### src/rtl/sgmii_an_ctrl_if.sv
// Purpose : signal bundle between the SGMII autoneg controller and its PCS neighbours.
// Latency : n/a (wires only).
// Backpressure: none; rx_cfg_valid is a one-cycle strobe and every strobe is consumed.
// Ports   : control levels (an_enable, an_restart, rx_sync_ok), received config word
//           (rx_cfg_valid/rx_cfg_word), TX sequencing levels, partner link status,
//           an_state and the an_timeout pulse. master = PCS side, slave = controller.
interface sgmii_an_ctrl_if;
   logic        an_enable;
   logic        an_restart;
   logic        rx_sync_ok;
   logic        rx_cfg_valid;
   logic [15:0] rx_cfg_word;
   logic        sgmii_autoneg_start;
   logic        sgmii_autoneg_ack;
   logic        sgmii_autoneg_idle;
   logic        sgmii_autoneg_done;
   logic        link_up;
   logic [1:0]  link_speed;
   logic        link_duplex;
   logic [2:0]  an_state;
   logic        an_timeout;

   modport master (
      output an_enable, an_restart, rx_sync_ok, rx_cfg_valid, rx_cfg_word,
      input  sgmii_autoneg_start, sgmii_autoneg_ack, sgmii_autoneg_idle, sgmii_autoneg_done,
      input  link_up, link_speed, link_duplex, an_state, an_timeout
   );

   modport slave (
      input  an_enable, an_restart, rx_sync_ok, rx_cfg_valid, rx_cfg_word,
      output sgmii_autoneg_start, sgmii_autoneg_ack, sgmii_autoneg_idle, sgmii_autoneg_done,
      output link_up, link_speed, link_duplex, an_state, an_timeout
   );
endinterface

### src/rtl/sgmii_an_ctrl.sv
// Purpose : SGMII auto-negotiation sequencer (ability match, ack, link timer, link status).
// Latency : all outputs registered; they change on the same edge the state changes.
// Backpressure: none; every rx_cfg_valid strobe is evaluated in the cycle it arrives.
// Ports   : tbi_tx_clk, rst (async, active-high), an (sgmii_an_ctrl_if.slave).
// Option  : define SGMII_AN_WATCHDOG_EN to add a watchdog that restarts negotiation
//           when ABILITY_DETECT/ACK_DETECT last WATCHDOG_LIMIT cycles; otherwise
//           an_timeout is tied low and those states wait indefinitely.
module sgmii_an_ctrl #(
   parameter logic [15:0] LINK_TIMER     = 16'd40000,
   parameter logic [2:0]  MATCH_COUNT    = 3'd3,
   parameter logic [19:0] WATCHDOG_LIMIT = 20'd1000000
) (
   input logic            tbi_tx_clk,
   input logic            rst,
   sgmii_an_ctrl_if.slave an
);

   typedef enum logic [2:0] {
      ST_DISABLE        = 3'd0,
      ST_RESTART        = 3'd1,
      ST_ABILITY_DETECT = 3'd2,
      ST_ACK_DETECT     = 3'd3,
      ST_COMPLETE_ACK   = 3'd4,
      ST_IDLE_DETECT    = 3'd5,
      ST_LINK_OK        = 3'd6
   } an_state_t;

   an_state_t   state, state_nxt;
   logic [15:0] tmr;
   logic [2:0]  match_cnt, cnt_nxt;
   logic [15:0] cap_word, cap_nxt;
   logic [15:0] ability, abil_nxt;
   logic        tmr_clr;
   logic        wd_fire;

   // Bit 14 is the ack flag; it is excluded from every ability comparison.
   logic [15:0] cfg_masked;
   logic        cfg_zero;
   logic        tmr_done;
   logic        timed_nxt;

   assign cfg_masked = {an.rx_cfg_word[15], 1'b0, an.rx_cfg_word[13:0]};
   assign cfg_zero   = (cfg_masked == 16'd0);
   assign tmr_done   = (tmr == LINK_TIMER - 16'd1);
   assign timed_nxt  = (state_nxt == ST_RESTART) || (state_nxt == ST_COMPLETE_ACK) ||
                       (state_nxt == ST_IDLE_DETECT);

`ifdef SGMII_AN_WATCHDOG_EN
   logic [19:0] wd_cnt;
   logic        wd_active;
   logic        wd_expired;
   logic        timeout_q;

   assign wd_active  = (state == ST_ABILITY_DETECT) || (state == ST_ACK_DETECT);
   assign wd_expired = wd_active && (wd_cnt == WATCHDOG_LIMIT - 20'd1);

   // Keeps counting across ABILITY_DETECT -> ACK_DETECT: both are "waiting on partner".
   always_ff @(posedge tbi_tx_clk or posedge rst) begin
      if (rst) begin
         wd_cnt    <= 20'd0;
         timeout_q <= 1'b0;
      end else begin
         timeout_q <= wd_fire;
         if (wd_active && ((state_nxt == ST_ABILITY_DETECT) || (state_nxt == ST_ACK_DETECT)))
            wd_cnt <= wd_cnt + 20'd1;
         else
            wd_cnt <= 20'd0;
      end
   end

   assign an.an_timeout = timeout_q;
`else
   logic [19:0] unused_wd_limit;
   assign unused_wd_limit = WATCHDOG_LIMIT;
   assign an.an_timeout   = 1'b0;
`endif

   always_ff @(posedge tbi_tx_clk or posedge rst) begin
      if (rst) state <= ST_DISABLE;
      else     state <= state_nxt;
   end

   always_comb begin
      state_nxt = state;
      tmr_clr   = 1'b0;
      wd_fire   = 1'b0;
      cnt_nxt   = match_cnt;
      cap_nxt   = cap_word;
      abil_nxt  = ability;
      if (!an.an_enable || !an.rx_sync_ok) begin
         state_nxt = ST_DISABLE;
      end else if (an.an_restart) begin
         // Re-entering RESTART from RESTART must still restart the link timer.
         state_nxt = ST_RESTART;
         tmr_clr   = 1'b1;
`ifdef SGMII_AN_WATCHDOG_EN
      end else if (wd_expired) begin
         state_nxt = ST_RESTART;
         wd_fire   = 1'b1;
`endif
      end else begin
         case (state)
            ST_DISABLE: state_nxt = ST_RESTART;
            ST_RESTART: if (tmr_done) state_nxt = ST_ABILITY_DETECT;
            ST_ABILITY_DETECT: begin
               if (an.rx_cfg_valid) begin
                  if (cfg_zero) begin
                     cnt_nxt = 3'd0;
                  end else if (cfg_masked == cap_word) begin
                     cnt_nxt = match_cnt + 3'd1;
                  end else begin
                     cnt_nxt = 3'd1;
                     cap_nxt = cfg_masked;
                  end
                  if (!cfg_zero && (cnt_nxt == MATCH_COUNT)) begin
                     state_nxt = ST_ACK_DETECT;
                     abil_nxt  = cfg_masked;
                  end
               end
            end
            ST_ACK_DETECT: begin
               if (an.rx_cfg_valid) begin
                  if (cfg_zero || (cfg_masked != ability)) state_nxt = ST_RESTART;
                  else if (an.rx_cfg_word[14])             state_nxt = ST_COMPLETE_ACK;
               end
            end
            // Config-word checks come before timer expiry so a zero word on the
            // last timer cycle still aborts.
            ST_COMPLETE_ACK: begin
               if (an.rx_cfg_valid && cfg_zero) state_nxt = ST_RESTART;
               else if (tmr_done)               state_nxt = ST_IDLE_DETECT;
            end
            ST_IDLE_DETECT: begin
               if (an.rx_cfg_valid && cfg_zero) state_nxt = ST_RESTART;
               else if (tmr_done)               state_nxt = ST_LINK_OK;
            end
            ST_LINK_OK: if (an.rx_cfg_valid) state_nxt = ST_RESTART;
            default: state_nxt = ST_DISABLE;
         endcase
      end
   end

   // Timer restarts on every state entry; saturation guards against a wrap if
   // LINK_TIMER is ever set to 0.
   always_ff @(posedge tbi_tx_clk or posedge rst) begin
      if (rst) begin
         tmr <= 16'd0;
      end else if (tmr_clr || (state_nxt != state) || !timed_nxt) begin
         tmr <= 16'd0;
      end else if (tmr != 16'hFFFF) begin
         tmr <= tmr + 16'd1;
      end
   end

   // The run length only means something inside ABILITY_DETECT; it starts from
   // zero on each visit.
   always_ff @(posedge tbi_tx_clk or posedge rst) begin
      if (rst) begin
         match_cnt <= 3'd0;
         cap_word  <= 16'd0;
         ability   <= 16'd0;
      end else begin
         match_cnt <= (state_nxt == ST_ABILITY_DETECT) ? cnt_nxt : 3'd0;
         cap_word  <= cap_nxt;
         ability   <= abil_nxt;
      end
   end

   logic       start_q, ack_q, idle_q, done_q, link_up_q, duplex_q;
   logic [1:0] speed_q;
   logic       link_ok_nxt;

   assign link_ok_nxt = (state_nxt == ST_LINK_OK);

   always_ff @(posedge tbi_tx_clk or posedge rst) begin
      if (rst) begin
         start_q   <= 1'b0;
         ack_q     <= 1'b0;
         idle_q    <= 1'b0;
         done_q    <= 1'b0;
         link_up_q <= 1'b0;
         speed_q   <= 2'b00;
         duplex_q  <= 1'b0;
      end else begin
         start_q   <= (state_nxt == ST_ABILITY_DETECT) || (state_nxt == ST_ACK_DETECT) ||
                      (state_nxt == ST_COMPLETE_ACK) || (state_nxt == ST_IDLE_DETECT) ||
                      link_ok_nxt;
         ack_q     <= (state_nxt == ST_ACK_DETECT) || (state_nxt == ST_COMPLETE_ACK) ||
                      (state_nxt == ST_IDLE_DETECT) || link_ok_nxt;
         idle_q    <= (state_nxt == ST_IDLE_DETECT) || link_ok_nxt;
         done_q    <= link_ok_nxt;
         link_up_q <= link_ok_nxt & abil_nxt[15];
         speed_q   <= link_ok_nxt ? abil_nxt[11:10] : 2'b00;
         duplex_q  <= link_ok_nxt & abil_nxt[12];
      end
   end

   assign an.sgmii_autoneg_start = start_q;
   assign an.sgmii_autoneg_ack   = ack_q;
   assign an.sgmii_autoneg_idle  = idle_q;
   assign an.sgmii_autoneg_done  = done_q;
   assign an.link_up             = link_up_q;
   assign an.link_speed          = speed_q;
   assign an.link_duplex         = duplex_q;
   assign an.an_state            = state;

endmodule

### src/flat_wrapper.sv
// flat-port wrapper written by rule: the top's interface ports become plain ports
module sgmii_an_ctrl_flat 
#(
   parameter logic [15:0] LINK_TIMER     = 16'd40000,
   parameter logic [2:0]  MATCH_COUNT    = 3'd3,
   parameter logic [19:0] WATCHDOG_LIMIT = 20'd1000000
)
  (tbi_tx_clk, rst, an_an_enable, an_an_restart, an_rx_sync_ok, an_rx_cfg_valid, an_rx_cfg_word, an_sgmii_autoneg_start, an_sgmii_autoneg_ack, an_sgmii_autoneg_idle, an_sgmii_autoneg_done, an_link_up, an_link_speed, an_link_duplex, an_an_state, an_an_timeout);
  sgmii_an_ctrl_if an_i ();
  input logic tbi_tx_clk;
  input logic rst;
  input wire logic [$bits(an_i.an_enable)-1:0] an_an_enable;
  input wire logic [$bits(an_i.an_restart)-1:0] an_an_restart;
  input wire logic [$bits(an_i.rx_sync_ok)-1:0] an_rx_sync_ok;
  input wire logic [$bits(an_i.rx_cfg_valid)-1:0] an_rx_cfg_valid;
  input wire logic [$bits(an_i.rx_cfg_word)-1:0] an_rx_cfg_word;
  output wire logic [$bits(an_i.sgmii_autoneg_start)-1:0] an_sgmii_autoneg_start;
  output wire logic [$bits(an_i.sgmii_autoneg_ack)-1:0] an_sgmii_autoneg_ack;
  output wire logic [$bits(an_i.sgmii_autoneg_idle)-1:0] an_sgmii_autoneg_idle;
  output wire logic [$bits(an_i.sgmii_autoneg_done)-1:0] an_sgmii_autoneg_done;
  output wire logic [$bits(an_i.link_up)-1:0] an_link_up;
  output wire logic [$bits(an_i.link_speed)-1:0] an_link_speed;
  output wire logic [$bits(an_i.link_duplex)-1:0] an_link_duplex;
  output wire logic [$bits(an_i.an_state)-1:0] an_an_state;
  output wire logic [$bits(an_i.an_timeout)-1:0] an_an_timeout;
  assign an_i.an_enable = an_an_enable;
  assign an_i.an_restart = an_an_restart;
  assign an_i.rx_sync_ok = an_rx_sync_ok;
  assign an_i.rx_cfg_valid = an_rx_cfg_valid;
  assign an_i.rx_cfg_word = an_rx_cfg_word;
  assign an_sgmii_autoneg_start = an_i.sgmii_autoneg_start;
  assign an_sgmii_autoneg_ack = an_i.sgmii_autoneg_ack;
  assign an_sgmii_autoneg_idle = an_i.sgmii_autoneg_idle;
  assign an_sgmii_autoneg_done = an_i.sgmii_autoneg_done;
  assign an_link_up = an_i.link_up;
  assign an_link_speed = an_i.link_speed;
  assign an_link_duplex = an_i.link_duplex;
  assign an_an_state = an_i.an_state;
  assign an_an_timeout = an_i.an_timeout;
  sgmii_an_ctrl #(.LINK_TIMER(LINK_TIMER), .MATCH_COUNT(MATCH_COUNT), .WATCHDOG_LIMIT(WATCHDOG_LIMIT)) u_core (.tbi_tx_clk(tbi_tx_clk), .rst(rst), .an(an_i));
endmodule
### config.mk
export PLATFORM = sky130hd
export DESIGN_NAME = sgmii_an_ctrl_flat
export DESIGN_NICKNAME = d
export VERILOG_FILES = /design/src/rtl/sgmii_an_ctrl_if.sv /design/src/rtl/sgmii_an_ctrl.sv /design/src/flat_wrapper.sv
export SDC_FILE = /design/constraint.sdc
export NUM_CORES = 1
export LEC_CHECK = 0
export ABC_CLOCK_PERIOD_IN_PS = 2900
export BUFFER_PORTS_ARGS = -buffer_cell sky130_fd_sc_hd__buf_2
export CORE_MARGIN = 5
export CORE_UTILIZATION = 35
export CTS_CLUSTER_DIAMETER = 80
export DETAILED_ROUTE_END_ITERATION = 8
export PLACE_DENSITY = 0.55
export RECOVER_POWER = 50
export SLEW_MARGIN = 20
export SYNTH_ARGS = -nofsm -noshare
export SYNTH_HDL_FRONTEND = slang
export SYNTH_SLANG_ARGS = --single-unit
export TNS_END_PERCENT = 1
### constraint.sdc
create_clock -name tbi_tx_clk -period 2.9 [get_ports tbi_tx_clk]
set_input_delay 0.435 -clock tbi_tx_clk [delete_from_list [all_inputs] [get_ports tbi_tx_clk]]
set_output_delay 0.435 -clock tbi_tx_clk [all_outputs]
set_load 0.005 [all_outputs]
### Word level (Yosys, flattened, before mapping)

Cells that the tools add are included.

* add/sub/neg operators: 2
* equality and inequality tests: 22
* multiplexer cells: 35
* bitwise operators: 6
* reductions and logical operators: 26

Operators with widths (number)
* 16-bit two-way mux: 7
* 3-bit two-way mux: 24
* 3-bit one-hot mux with 7 select lines: 1
* 3-bit == test (second input constant): 6
* 16-bit by 1-bit adder with 16-bit output (second input constant): 1
* 16-bit == test (second input constant): 1
* 16-bit zero test: 1
* 16-bit inequality test (second input constant): 1
* 15-bit == test: 1
* 3-bit by 2-bit == test with 1-bit output (second input constant): 5
* 15-bit inequality test: 1
* 1-bit logical OR: 14
* 2-bit inequality test (second input constant): 4
* 3-bit by 1-bit == test with 1-bit output (second input constant): 2
* 6-bit AND reduction: 1
* 5-bit AND reduction: 1
* 1-bit zero test: 4
* 1-bit NOT: 4
* 4-bit AND reduction: 1
* 3-bit by 1-bit adder with 3-bit output (second input constant): 1
* 3-bit zero test: 1
* 3-bit inequality test: 1
* 1-bit AND: 2
* 1-bit logical AND: 2
* 3 further kinds: 4

* input port bits: 22
* output and inout bits: 12
* register bits: 60
* logic and storage cells: 104

### Logic depth before layout (Yosys ltp)

* depth in word-level cells: 20
* gate-level depth with buffers: 9
* depth with buffers taken out: 8

### Worst setup path after synthesis

No wires, ideal clock.

* kind: reg2reg
* start point: register u_core.tmr[0]
* end point: register u_core.tmr[10]
* slack: 592 ps
* data arrival time: 2179 ps
* clock period less this slack: 2308 ps
* path buffers: 1
* setup time: 128 ps
* cell stages (with the launch flop): 10
* path through: dfrtp_1 > ha_1 > and2_0 > and4_1 > a221oi_1 > a311oi_1 > o31a_2 > o21ai_4 > buf_6 > a21oi_2

* cells in the longest elaborated chain, start to end: 12
* elaborated cells between the ends (all ways): 23
* those cells by class: add/sub: 1; eq/ne: 6; mux: 10; reduce/logical: 6

RTL lines
* start: declaration: line sgmii_an_ctrl.sv:29 `logic [15:0] tmr;`
* start signal: assignment: line sgmii_an_ctrl.sv:151 `tmr <= tmr + 16'd1;`
* 16-bit == test: line sgmii_an_ctrl.sv:44 `assign tmr_done = (tmr == LINK_TIMER - 16'd1);`
* 3-bit two-way mux (on tied branches): line sgmii_an_ctrl.sv:135, sgmii_an_ctrl.sv:131
* 3-bit two-way mux (on tied branches): line sgmii_an_ctrl.sv:134, sgmii_an_ctrl.sv:130
* 3-bit one-hot mux with 7 select lines: line sgmii_an_ctrl.sv:102 `case (state)`
* 3-bit two-way mux: line sgmii_an_ctrl.sv:92 `end else if (an.an_restart) begin`
* 3-bit two-way mux: line sgmii_an_ctrl.sv:90 `if (!an.an_enable || !an.rx_sync_ok) begin`
* 3-bit by 1-bit == test with 1-bit output or 3-bit == test (tied branches): line sgmii_an_ctrl.sv:45 `assign timed_nxt = (state_nxt == ST_RESTART) || (state_nxt == ST_COMPLETE_ACK) ||`
* 1-bit logical OR (2 in series): line sgmii_an_ctrl.sv:45
* 1-bit zero test: line sgmii_an_ctrl.sv:148 `end else if (tmr_clr || (state_nxt != state) || !timed_nxt) begin`
* 1-bit logical OR: line sgmii_an_ctrl.sv:148
* 16-bit two-way mux or 2-bit nonzero test (tied branches)

Parallel ways exist; a longest one is shown, timed or not. The select of a mux whose other input is x is not followed.
A chain may end at the register's enable or synchronous reset.

### Final worst setup path

* start point: register u_core.tmr[0]
* end point: register u_core.tmr[0]

The elaborated chain is that of the path after synthesis.

==> impl_summary.md <==
Drt
For this run, the detailed router's first-pass iteration total came to 4. The via density per instance is 5.06. After detailed routing, the total wire length is 7670 um. The detail route stage leaves a number of antenna-violating nets equal to 0.

The violation count after the first detailed-routing iteration is 86. The post-route DRC violation count is 0. Dividing the detail-routed wire length by the instance count gives 15.9 um.

The number of vias after detailed routing is 2446.

Placed design
After legalization and detailed placement, the total HPWL measured 5520 um. The count of buffers added on input and output ports is 32. The routability-driven placement congestion ratio is 0.812.

Clock tree
The clock passes through at most 2 buffers. The buffers inserted during post-CTS setup optimization is 0. TritonCTS created 9 clock buffers.

The clock input transition at the sequential cells of the worst setup and hold paths is 0.07 ns. The insertion delay to the later sink of the worst-skew pair is 0.34 ns. Clock tree synthesis selected as its root buffer the cell clkbuf_8.

The clock tree synthesis step divided the H-tree into 3 levels. The number of gates resized after CTS was 0. For this design, the CTS-stage hold fixing added 0 buffers. The clock sink total is 60. TritonCTS built the clock tree.

Worst setup path
Walking the worst path, the cells encountered are ha_1 > and2_0 > and4_1 > a221oi_1 > a311oi_1 > o31a_2 > o21ai_4 > a211oi_1. In this run the worst path has a maximum fanout of 16. The worst setup path is launched from a flip-flop. Together, buffers and inverters on the worst path number 0. The classification of the worst setup path is flip-flop to flip-flop. STA classifies the critical path endpoint as a flip-flop.

For the worst setup path, the data required time is 3.08 ns. At the worst endpoint, the arrival time is 2.82 ns. The maximum single-stage delay on the critical path is 0.53 ns. The cell at the slowest stage of the critical path is o21ai_4. The family with the most delay on the worst path is compound AO/OA/AOI/OAI gates.

Global route
The number of antenna violations at the first check in global routing is 0. Entering global routing, the biggest net connects 39 pins. The wire length of the first global-routing pass is 12500 um. The global route total overflow is 0. The global routing usage summed across all routing layers is 13.8%.

The number of global-route vias before repair is 2397.

Floorplan
The die area is 11700 um^2. The initial standard-cell utilization of the core is 36.2%. The die span in y is 108 um.

In this run the horizontal extent of the chip is 108 um. For this design the top-level I/O count stands at 34. The floorplan has 35 rows. The total core area is 9280 um^2.

Power
The leakage power total is 1.74 nW. For this design the ratio of total power to cell area is 447 nW/um^2. VDD sags by at most 219 uV. The overall power consumption is 1.77 mW.

Timing
The routed design could run at a clock period as short as 2.64 ns. Setup violations remaining at the end of the flow were counted as 0. The accumulated negative setup slack is 0 ns. At the pin with the least slew margin, the transition time is 1.46 ns. Setup repair after global routing left no endpoint under its margin. The final worst-path cycle share is 91.0%. The count of endpoints failing hold in the final timing report came to 0. The top achievable clock speed is 379 MHz.

The worst hold margin is 0.418 ns. The final number of max-transition violations is 0. The clock arrives with 0.0119 ns of skew. Headroom to the max-slew limit came out at 2.77%.

Logic synthesis
The number of flops mapped to enable cells by yosys is 0. During synthesis, Yosys emitted a total of 0 warnings. Of all flip-flops after synthesis, the portion carrying an async set or reset was 100%. The distinct cell type count after synthesis is 52.

The total of flip-flops plus latches after synthesis is 60. Summing the sequential cell areas from Yosys gives 44.7% of the chip area. After synthesis, the mean cell area works out to 11.1 um^2. The area of the mapped netlist is 3360 um^2. The dominant register cell in the synthesized netlist is dfrtp_1.

The number of standard cells after synthesis is 304. The number of nets in the synthesized netlist is 328.

Cells and area
The number of inserted diodes is 0. After the last flow step, the layout net total stands at 374. The filler cells instantiated in the layout total 931. The ratio of cells with drive above 1 in the final layout is 33.1%. Compared with the post-synthesis result, the final layout area differs by 17.5%.

Run
The reported max-cap violation count is 0.

Outcome
The flow ran to the end, and the final reports show no timing, DRC or antenna violations.

Min path
The tightest min-delay check is of the primary input to flip-flop type.
-- layout by cell type, fill, tap and decap left out, drive strengths merged, types with 2 or more instances in the layout --
| master | netlist | layout |
|---|---|---|
| xor2 | 7 | 7 |
| inv | 7 | 7 |
| nor2 | 7 | 7 |
| ha | 2 | 2 |
| clkbuf | 7 | 13 |
| nor3 | 7 | 7 |
| nand3 | 13 | 13 |
| nand4 | 22 | 22 |
| dfrtp | 60 | 60 |
| a21oi | 17 | 17 |
| o21ai | 8 | 8 |
| a211oi | 5 | 5 |
| buf | 8 | 47 |
| a21o | 2 | 2 |
| nand4b | 2 | 2 |
| and2 | 9 | 9 |
| nor4 | 5 | 5 |
| a31oi | 5 | 5 |
| and3 | 7 | 7 |
| nor4b | 5 | 5 |
| xnor2 | 35 | 35 |
| and4 | 3 | 3 |
| bufinv | 0 | 2 |
| nand2 | 15 | 15 |
| clkinv | 0 | 2 |
| mux2 | 32 | 32 |
-- Yosys cell counts (6+ instances only) --
| library cell | instances | area (um^2) |
|---|---|---|
| dfrtp_1 | 60 | 1500 |
| xnor2_1 | 35 | 307 |
| mux2_2 | 32 | 360 |
| nand4_1 | 22 | 138 |
| nand2_1 | 15 | 56.3 |
| nand3_1 | 12 | 60.1 |
| a21oi_2 | 10 | 87.6 |
| and2_1 | 8 | 50.1 |
| a21oi_1 | 7 | 35.0 |
| clkbuf_1 | 7 | 26.3 |
| inv_1 | 7 | 26.3 |
| nor2_1 | 7 | 26.3 |
| xor2_1 | 7 | 61.3 |
| and3_1 | 6 | 37.5 |
| o21ai_0 | 6 | 30.0 |
-- cell families (layout without fill, tap and decap cells) --
| group | Yosys count | after routing | share of synthesized area (%) |
|---|---|---|---|
| other | 1 | 1 | 0.112 |
| AOI/OAI and AO/OA | 45 | 45 | 10.1 |
| adders and majority gates | 2 | 2 | 0.744 |
| xor gates and xnor gates | 42 | 42 | 10.9 |
| and+or+nand+nor | 99 | 99 | 19.0 |
| buffers and inverters | 22 | 72 | 3.46 |
| DFF | 60 | 60 | 44.7 |
| muxes | 33 | 33 | 11.0 |
-- report_power, final --
group	switching (mW)	total (mW)	leakage, nW	internal (mW)
combinational	0.0745	0.113	0.798	0.0390
clock	0.336	0.812	0.102	0.477
sequential	0.00309	0.841	0.837	0.838
total	0.413	1.77	1.74	1.35
-- metrics by stage --
step	util (%)	instances	instance area, um^2	setup slack [ns]
floorplan	-	304	3360	0.592
global placement	40.4	468	3750	0.120
global route	42.5	483	3950	0.102
detailed placement	40.4	468	3750	0.122
CTS	42.6	483	3960	0.263
finish	42.5	483	3950	0.261
-- final cells by class --
| type | count | area [um^2] | area share (%) |
|---|---|---|---|
| tap | 129 | 161 | 4.09 |
| sequential | 60 | 1500 | 38.0 |
| inverter | 7 | 26.3 | 0.665 |
| multi-input combinational | 222 | 1740 | 44.1 |
| clock inverter | 5 | 77.6 | 1.96 |
| clock buffer | 10 | 128 | 3.23 |
| timing repair buffer | 50 | 312 | 7.89 |
-- final timing paths --
check                                         from  slack, ns  depth (start not counted)                   to
worst max-delay path                 u_core.tmr[0]       0.26                          8        u_core.tmr[0]
worst min-delay path            an_rx_cfg_word[13]       0.42                          2   u_core.ability[13]
worst max register to register       u_core.tmr[0]       0.26                          8        u_core.tmr[0]
worst min register to register  u_core.cap_word[6]       0.53                          1   u_core.cap_word[6]
max in group asynchronous                      rst       1.10                          3  u_core.match_cnt[2]
min in group asynchronous                      rst       0.52                          2       u_core.tmr[10]
-- registers in the layout (all words and copies together), names as in the netlist, 2 cells and up --
name                  flops
u_core.tmr               16
u_core.ability           15
u_core.cap_word          15
u_core.an.an_state        3
u_core.match_cnt          3
u_core.an.link_speed      2
-- routing by layer --
metal	vias to the layer above	wire [um]	GRT usage, %
met2	50	3420	20.4
met1	1189	3880	20.2
li1	1198	-	-
met3	9	260	1.97
met4	0	120	5.41
met5	-	0	0
(Power assumes the default switching activity.)
